--- src/rtl/selftest_pkg.sv ---
// Shared state encoding and counter helper for the self-test sequencer.
// Used by selftest_seq and selftest_cmp.
package selftest_pkg;

  typedef enum logic [2:0] {
    ST_IDLE    = 3'd0,
    ST_ISSUE   = 3'd1,
    ST_WAIT    = 3'd2,
    ST_CHECK   = 3'd3,
    ST_RELEASE = 3'd4
  } state_t;

  // Saturating +1 for a counter of width cw (cw <= 64).
  function automatic logic [63:0] sat_inc(
    input logic [63:0] v,
    input int unsigned cw
  );
    logic [63:0] top;
    top = (cw >= 64) ? '1 : ((64'd1 << cw) - 64'd1);
    return (v >= top) ? top : v + 64'd1;
  endfunction

endpackage

--- src/rtl/selftest_seq_if.sv ---
// Request/result four-phase handshake between the sequencer and one core.
// master = sequencer side, slave = arithmetic core side.
interface selftest_seq_if #(
  parameter int DW = 896
) ();
  logic          req_valid;
  logic          req_ready;
  logic          req_busy;
  logic          res_valid;
  logic          res_ready;
  logic [DW-1:0] res_in;

  modport master (
    output req_valid, res_ready,
    input  req_ready, req_busy, res_valid, res_in
  );

  modport slave (
    input  req_valid, res_ready,
    output req_ready, req_busy, res_valid, res_in
  );
endinterface

--- src/rtl/selftest_cmp.sv ---
// NRES x W-bit equality reducer; REG=1 adds one output register for timing.
// Inputs are stable across WAIT->CHECK, so the registered form stays correct.
module selftest_cmp
  import selftest_pkg::*;
#(
  parameter int W    = 448,
  parameter int NRES = 2,
  parameter bit REG  = 1'b0
) (
  input  logic              clk,
  input  logic              rst,
  input  logic [NRES*W-1:0] a,
  input  logic [NRES*W-1:0] b,
  output logic              eq
);

  logic [NRES-1:0] word_eq;

  always_comb begin
    word_eq = '0;
    for (int i = 0; i < NRES; i++)
      word_eq[i] = (a[i*W +: W] == b[i*W +: W]);
  end

  if (REG) begin : g_reg
    always_ff @(posedge clk) begin
      if (rst) eq <= 1'b0;
      else     eq <= &word_eq;
    end
  end else begin : g_comb
    logic unused_clk;
    assign unused_clk = clk ^ rst;
    assign eq = &word_eq;
  end

endmodule

--- src/rtl/selftest_seq.sv ---
// Self-test sequencer: walks NVEC vectors through one core, counts pass/fail.
// Optional watchdog: define SELFTEST_WATCHDOG_EN.
module selftest_seq
  import selftest_pkg::*;
#(
  parameter int W       = 448,
  parameter int NRES    = 2,
  parameter int NVEC    = 4,
  parameter int CW      = 8,
  parameter bit LOOP    = 1'b0,
  parameter int TMO     = 24,
  parameter bit CMP_REG = 1'b0,
  localparam int VW = (NVEC > 1) ? $clog2(NVEC) : 1
) (
  input  logic              clk,
  input  logic              rst,
  input  logic              start,
  output logic [VW-1:0]     vec_idx,
  input  logic [NRES*W-1:0] exp_in,
  selftest_seq_if.master    core,
  output logic [CW-1:0]     pass_count,
  output logic [CW-1:0]     fail_count,
  output logic              busy,
  output logic              done,
  output logic              timeout
);

  localparam logic [VW-1:0] LAST = VW'(NVEC - 1);

  state_t state;
  logic   eq;
  logic   last;
  logic   adv;
  logic   wd_hit;
  logic   unused_busy;

  assign unused_busy = core.req_busy;
  assign last = (vec_idx == LAST);

  selftest_cmp #(
    .W    (W),
    .NRES (NRES),
    .REG  (CMP_REG)
  ) u_cmp (
    .clk (clk),
    .rst (rst),
    .a   (core.res_in),
    .b   (exp_in),
    .eq  (eq)
  );

`ifdef SELFTEST_WATCHDOG_EN
  // Fires on the cycle the counter would reach all-ones.
  localparam logic [TMO-1:0] WD_LAST = {{(TMO-1){1'b1}}, 1'b0};
  logic [TMO-1:0] wd;
  assign wd_hit = (state == ST_ISSUE || state == ST_WAIT)
                  && (wd == WD_LAST);
`else
  assign wd_hit = 1'b0;
`endif

  assign adv = (state == ST_RELEASE && !core.res_valid) || wd_hit;

  always_ff @(posedge clk) begin
    if (rst) begin
      state          <= ST_IDLE;
      vec_idx        <= '0;
      core.req_valid <= 1'b0;
      core.res_ready <= 1'b0;
      pass_count     <= '0;
      fail_count     <= '0;
      busy           <= 1'b0;
      done           <= 1'b0;
      timeout        <= 1'b0;
`ifdef SELFTEST_WATCHDOG_EN
      wd             <= '0;
`endif
    end else begin
      unique case (state)
        ST_IDLE: begin
          if (start) begin
            pass_count     <= '0;
            fail_count     <= '0;
            done           <= 1'b0;
            timeout        <= 1'b0;
            vec_idx        <= '0;
            busy           <= 1'b1;
            core.req_valid <= 1'b1;
            state          <= ST_ISSUE;
          end
        end
        ST_ISSUE: begin
          if (!core.req_valid) begin
            core.req_valid <= 1'b1;
          end else if (core.req_ready) begin
            core.req_valid <= 1'b0;
            state          <= ST_WAIT;
          end
        end
        ST_WAIT: begin
          if (core.res_valid) state <= ST_CHECK;
        end
        ST_CHECK: begin
          if (eq)
            pass_count <= CW'(sat_inc(64'(pass_count), CW));
          else
            fail_count <= CW'(sat_inc(64'(fail_count), CW));
          core.res_ready <= 1'b1;
          state          <= ST_RELEASE;
        end
        ST_RELEASE: ;
        default: state <= ST_IDLE;
      endcase

`ifdef SELFTEST_WATCHDOG_EN
      if (state == ST_ISSUE || state == ST_WAIT) wd <= wd + 1'b1;
      if (state == ST_IDLE) wd <= '0;
      if (wd_hit) begin
        timeout        <= 1'b1;
        fail_count     <= CW'(sat_inc(64'(fail_count), CW));
        core.res_ready <= 1'b0;
      end
`endif

      // After a timeout the request line gets one low cycle before reissue.
      if (adv) begin
        core.res_ready <= 1'b0;
        if (last && !LOOP) begin
          state          <= ST_IDLE;
          busy           <= 1'b0;
          done           <= 1'b1;
          vec_idx        <= '0;
          core.req_valid <= 1'b0;
        end else begin
          state          <= ST_ISSUE;
          vec_idx        <= last ? '0 : vec_idx + VW'(1);
          core.req_valid <= !wd_hit;
`ifdef SELFTEST_WATCHDOG_EN
          wd             <= '0;
`endif
        end
      end
    end
  end

endmodule

--- src/flat_wrapper.sv ---
// flat-port wrapper written by rule: the top's interface ports become plain ports
module selftest_seq_flat import selftest_pkg::*;
#(
  parameter int W       = 448,
  parameter int NRES    = 2,
  parameter int NVEC    = 4,
  parameter int CW      = 8,
  parameter bit LOOP    = 1'b0,
  parameter int TMO     = 24,
  parameter bit CMP_REG = 1'b0,
  localparam int VW = (NVEC > 1) ? $clog2(NVEC) : 1
)
  (clk, rst, start, vec_idx, exp_in, pass_count, fail_count, busy, done, timeout, core_req_valid, core_res_ready, core_req_ready, core_req_busy, core_res_valid, core_res_in);
  selftest_seq_if #(.DW((2 * W))) core_i ();
  input  logic clk;
  input  logic rst;
  input  logic start;
  output logic [VW-1:0] vec_idx;
  input  logic [NRES*W-1:0] exp_in;
  output logic [CW-1:0] pass_count;
  output logic [CW-1:0] fail_count;
  output logic busy;
  output logic done;
  output logic timeout;
  output wire logic [$bits(core_i.req_valid)-1:0] core_req_valid;
  output wire logic [$bits(core_i.res_ready)-1:0] core_res_ready;
  input wire logic [$bits(core_i.req_ready)-1:0] core_req_ready;
  input wire logic [$bits(core_i.req_busy)-1:0] core_req_busy;
  input wire logic [$bits(core_i.res_valid)-1:0] core_res_valid;
  input wire logic [$bits(core_i.res_in)-1:0] core_res_in;
  assign core_req_valid = core_i.req_valid;
  assign core_res_ready = core_i.res_ready;
  assign core_i.req_ready = core_req_ready;
  assign core_i.req_busy = core_req_busy;
  assign core_i.res_valid = core_res_valid;
  assign core_i.res_in = core_res_in;
  selftest_seq #(.W(W), .NRES(NRES), .NVEC(NVEC), .CW(CW), .LOOP(LOOP), .TMO(TMO), .CMP_REG(CMP_REG)) u_core (.clk(clk), .rst(rst), .start(start), .vec_idx(vec_idx), .exp_in(exp_in), .core(core_i), .pass_count(pass_count), .fail_count(fail_count), .busy(busy), .done(done), .timeout(timeout));
endmodule
--- config.mk ---
export PLATFORM = sky130hd
export DESIGN_NAME = selftest_seq_flat
export DESIGN_NICKNAME = d
export VERILOG_FILES = /design/src/rtl/selftest_pkg.sv /design/src/rtl/selftest_seq_if.sv /design/src/rtl/selftest_cmp.sv /design/src/rtl/selftest_seq.sv /design/src/flat_wrapper.sv
export SDC_FILE = /design/constraint.sdc
export NUM_CORES = 1
export LEC_CHECK = 0
export ABC_AREA = 1
export BUFFER_PORTS_ARGS = -buffer_cell sky130_fd_sc_hd__buf_2
export CAP_MARGIN = 20
export CELL_PAD_IN_SITES_DETAIL_PLACEMENT = 1
export CELL_PAD_IN_SITES_GLOBAL_PLACEMENT = 1
export CORE_AREA = 2 2 704 706
export CTS_BUF_LIST = sky130_fd_sc_hd__clkbuf_2 sky130_fd_sc_hd__clkbuf_4 sky130_fd_sc_hd__clkbuf_8
export DETAILED_ROUTE_END_ITERATION = 8
export DIE_AREA = 0 0 706 708
export GPL_ROUTABILITY_DRIVEN = 0
export GPL_TIMING_DRIVEN = 0
export PLACE_DENSITY_LB_ADDON = 0.12
export SLEW_MARGIN = 25
export SYNTH_ARGS = -nofsm -noshare
export SYNTH_HDL_FRONTEND = slang
export SYNTH_SLANG_ARGS = --single-unit
--- constraint.sdc ---
create_clock -name clk -period 2.4 [get_ports clk]
set_clock_uncertainty 0.1 [all_clocks]
set_input_delay 0.48 -clock clk [delete_from_list [all_inputs] [get_ports clk]]
set_output_delay 0.48 -clock clk [all_outputs]
set_load 0.02 [all_outputs]
# Word level (Yosys, flattened, before mapping)
# Cells that the tools add are included.
# Widths: inputs -> output; s select.
[classes] addsub=3 order_cmp=2 eq_ne=15 muxes=32 reduce_logical=14
[ops] operator="$eq 448x448->1" n=2
[ops] operator="$mux 8" n=5
[ops] operator="$pmux 8 s2" n=2
[ops] operator="$add 8x1->8 const B" n=2
[ops] operator="$ge 8x8->1 const B" n=2
[ops] operator="$mux 3" n=5
[ops] operator="$pmux 3 s5" n=1
[ops] operator="$mux 1" n=14
[ops] operator="$ne 3x2->1 const B" n=3
[ops] operator="$mux 2" n=4
[ops] operator="$eq 3x2->1 const B" n=2
[ops] operator="$reduce_and 2->1" n=3
[ops] operator="$reduce_and 3->1" n=2
[ops] operator="$reduce_bool 2->1" n=3
[ops] operator="$reduce_and 5->1" n=1
[ops] operator="$ne 2x1->1 const B" n=2
[ops] operator="$ne 2x2->1 const B" n=2
[ops] operator="$eq 3x1->1 const B" n=1
[ops] operator="$eq 3x3->1 const B" n=1
[ops] operator="$logic_not 3->1" n=1
[ops] operator="$ne 3x1->1 const B" n=1
[ops] operator="$reduce_bool 3->1" n=1
[ops] operator="$add 2x1->2 const B" n=1
[ops] operator="$eq 2x2->1 const B" n=1
[ops] operator="4 further kinds" n=4
[word_totals] reg_bits=25 in_bits=1798 output_inout_bits=23

# Longest topological paths before layout
[logic_depth] depth_word=4 mapped_depth=19

# By module
# From an unflattened synthesis, not the netlist that was laid out.
[unflattened] hier_cells=2517 area_unflattened_um2=13869.6
[modules_own_cells] module="selftest_cmp" n_inst=1 cells_per_inst=2290 area_each_um2=12438.2 seq_area_each_um2=0.0
[modules_own_cells] module="selftest_seq" n_inst=1 cells_per_inst=227 area_each_um2=1431.4 seq_area_each_um2=500.5

# Worst setup path before layout
# OpenSTA, ideal clock, no wires.
[synth_path] path_kind="input port to flip-flop" from="input exp_in[700]" to="register u_core.pass_count[6]" setup_ns=0.113 arrival_time_ns=1.714 setup_slack_ns=0.473 cell_stages=17 path_buffers=1 path_cell_list="nor2_1 > nor2_1 > nor2_1 > nand2_1 > nor2_1 > nand2_1 > nor2_1 > nand2_1 > nor2_1 > nand2_1 > nor2_1 > nand2_1 > nand2_4 > nand2_4 > buf_6 > nor2_1 > nor2_1"
[synth_via] elab_chain_len=4
[synth_lines] element="start, declared" line_no="flat_wrapper.sv:19" text="input logic [NRES*W-1:0] exp_in;"
[synth_lines] element="$eq 448x448->1" line_no="selftest_cmp.sv:22" text="word_eq[i] = (a[i*W +: W] == b[i*W +: W]);"
[synth_lines] element="$reduce_and 2->1" line_no="selftest_cmp.sv:33" text="assign eq = &word_eq;"
[synth_lines] element="$ne 2x1->1 (no line)"
[synth_lines] element="$reduce_and 3->1 (no line)"
[synth_lines] element="end signal, assigned" line_no="selftest_seq.sv:105" text="pass_count <= CW'(sat_inc(64'(pass_count), CW));"
[synth_lines] element="end, declared" line_no="selftest_seq.sv:21" text="output logic [CW-1:0] pass_count,"
# Every way passes these cells.
# A chain may end at the register's enable or synchronous reset.

# Worst setup path after layout
[layout_path] from="input exp_in[778]" to="register u_core.fail_count[7]"
[layout_via] elab_chain_len=4
[layout_lines] element="$eq 448x448->1" line_no="selftest_cmp.sv:22"
[layout_lines] element="$reduce_and 2->1" line_no="selftest_cmp.sv:33"
[layout_lines] element="$ne 2x2->1 (no line)"
[layout_lines] element="$reduce_and 3->1 (no line)"
[layout_lines] element="end signal, assigned" line_no="selftest_seq.sv:107" text="fail_count <= CW'(sat_inc(64'(fail_count), CW));"
[layout_lines] element="end, declared" line_no="selftest_seq.sv:22" text="output logic [CW-1:0] fail_count,"
# Every way passes these cells.

==> out/results.ini <==
[run_status]
run_status=finished with violations
violations=setup timing

[timing]
max-slew-margin-rel_pct=54.7
finalSetupViolCount=16
holdWs_ns=0.377
setup_slack_ns=-0.761
rsz0062_at_grt=true
fmax_mhz=316
final.period_utilization_pct=132
period_needed_ns=3.16
drv_slew=0
hold_viol_final=0
worst_pin_slew_ns=0.678

[synthesis]
yosysTopAreaCell=nand2_1
syn_nets=4775
ys_warn_count=0
seq_area_frac_synth_pct=3.36
synth_cell_type_count=24
synth_area_sq_um=14900
syn_area_per_cell_sq_um=5.01
ys_ff_latch=25
synth_area_leaders=nand2_1 (27%), xnor2_1 (22%), nor2_1 (18%), xor2_1 (15%), inv_1 (12%)
synth_top_area_share_pct=26.8
postSynthCellCount=2974

[grt]
use_met1_pct=11.9
grt_use_total_pct=10.7
antenna_found_initial=524
grt.overflow.total=0
grt_max_degree=14
grt-busiest-layer=met2
met3_usage_pct=4.53
first_global_vias=26000
met2_usage_pct=19.5
grt_pass1_wl_um=335000

[clock_network]
ctsHtreeMaxLevel=1
cts_buffers=3
clkTransAtPathRegs_ns=0.12
cts_tree=built
insertion_delay_ns=0.30
clock-root-buffer=clkbuf_8
cts_hold_buf=0
cts.sinks=25
clockBufferDepth=2

[setup_path]
path_max_fanout=6
crit_required_ns=2.54
startpoint_type=input port
arrival_ns=3.30
r2r_start=u_core.state[1]$_SDFFE_PP0P_
path_class=input port to flip-flop
worstSetupStartpoint=exp_in[778]
critPathCaptureType=flip-flop

[die]
start_util_pct=3.03
core_sq_um=492000
io_pins=1821
die_y_um=708
die_x_um=706
dieArea_sq_um=500000
num_rows=258

[route]
num_vias=26700
via_per_inst=2.33
wire_per_inst_um=24.6
drc=0
postRouteAntennaNets=0
detailedRoute.firstIterationViolations=1372
dr.pass1.iters=5
wirelength_um=282000

[placement]
io_buffers=1818
detailed_place_hpwl_um=275000
dp.cells=11300

[power]
leakage_nw=15.7
power.total_mw=6.96
max-vdd-ir-drop_uv=217
p_per_area_nw_per_um2=210

[layout]
drive_above_1_share_pct=39.6
areaGrowthSynthToFinish_pct=122
layout.cells.non_filler=11500
final_nets=6606

[flow_run]
maxCapViolations=0

[worst_hold_path]
hp-start=u_core.done$_SDFF_PP0_
hp-class=flip-flop to flip-flop

[worst max-delay path: stages]
cell	delay (ns)
buf_2	0.26
xnor2_1	0.16
nand2_1	0.07
nor2_1	0.16
nand2_1	0.16
nor2_1	0.22
nand2_1	0.07
nor2_1	0.41
nand3_4	0.21
nor2_4	0.33
nand2_8	0.14
nand2_8	0.14
nand2_8	0.08
clkbuf_16	0.18
nand2_4	0.05
nand2_2	0.04
nor2_1	0.09
[placed cells by master (no fill, tap or decap), drive strengths merged]
cell type	n
conb	1
clkbuf	6
a211oi	1
nor4	2
dfxtp	25
nand2	1071
a311oi	1
diode	149
inv	460
nor2	720
xor2	261
a31oi	4
nor3	5
nand3	10
ha	3
a21oi	12
xnor2	375
buf	1829
o21ai	14
clkinv	2
o21a	1
nor3b	1
[metrics by stage]
| stage | setup slack [ns] | utilization (%) | TNS [ns] | area (sq um) |
|---|---|---|---|---|
| 6_report | -0.761 | 6.72 | -11.73 | 33100 |
| 5_1_grt | -0.980 | 6.66 | -15.34 | 32800 |
| 4_1_cts | -1.03 | 6.61 | -15.93 | 32500 |
| 3_5_place_dp | -3.20 | 6.53 | -50.38 | 32200 |
| 3_3_place_gp | -4.36 | 6.53 | -68.89 | 32100 |
| 2_1_floorplan | 0.473 | - | 0 | 14900 |
[state kept, by name (all words and copies together), names as in the netlist]
signal / count
u_core.state: 3
u_core.fail_count: 8
u_core.pass_count: 8
u_core.core.res_ready: 1
u_core.core.req_valid: 1
u_core.done: 1
u_core.vec_idx: 2
u_core.busy: 1
[what timing repair did]
| action | CTS | global route |
|---|---|---|
| resized for setup | 69 | 27 |
| cloned | 0 | 2 |
| setup endpoints to repair | 16 | 17 |
| setup buffers | 4 | 3 |
| pin swaps | 13 | 7 |
[cell type report]
cell class	count	area, sq um
Fill cell	60100	459000
Multi-Input combinational cell	2482	13000
Timing Repair Buffer	1826	9260
Tap cell	6500	8130
Inverter	462	1730
Sequential cell	25	500
Antenna cell	149	373
Buffer	5	55.1
Clock buffer	4	48.8
[path summary, 6_finish.rpt]
kind | endpoint | slack (ns) | cells past startpoint
worst max-delay path | u_core.fail_count[7]$_SDFFE_PP0P_ | -0.76 | 17
worst min-delay path | u_core.done$_SDFF_PP0_ | 0.38 | 2
worst max register to register | u_core.fail_count[6]$_SDFFE_PP0P_ | 0.14 | 9
worst min register to register | u_core.done$_SDFF_PP0_ | 0.38 | 2
[layer usage]
layer	wire, um	vias to the layer above
li1	-	12400
met1	105000	11500
met2	137000	1731
met3	29800	856
met4	7790	204
met5	1350	-
[cell families after synthesis]
kind of cell	count (synthesis)	synth area share (%)
xor+xnor	636	37.4
simple gates	1809	45.9
flops	25	3.36
compound gates	33	1.20
other cells	1	0.0251
fa+ha+maj	3	0.252
buf+inv	467	11.9
[synthesized netlist by cell type]
library cell,instances
a211oi_1,1
a21oi_1,12
a311oi_1,1
a31oi_1,4
buf_2,1
buf_4,2
buf_6,2
clkinv_1,2
conb_1,1
dfxtp_1,25
ha_1,3
inv_1,460
nand2_1,1066
nand2_2,2
nand2_4,3
nand3_1,10
nor2_1,720
nor3_1,5
nor3b_1,1
nor4_1,2
o21a_1,1
o21ai_0,14
xnor2_1,375
xor2_1,261
[report_power, final]
part           internal (mW)  switching (mW)  leakage [nW]
registers              0.546           0.172         0.205
clock network          0.132           0.183        0.0271
logic                   2.70            3.22          15.4
No activity file was read; power rests on OpenSTA's default activity.
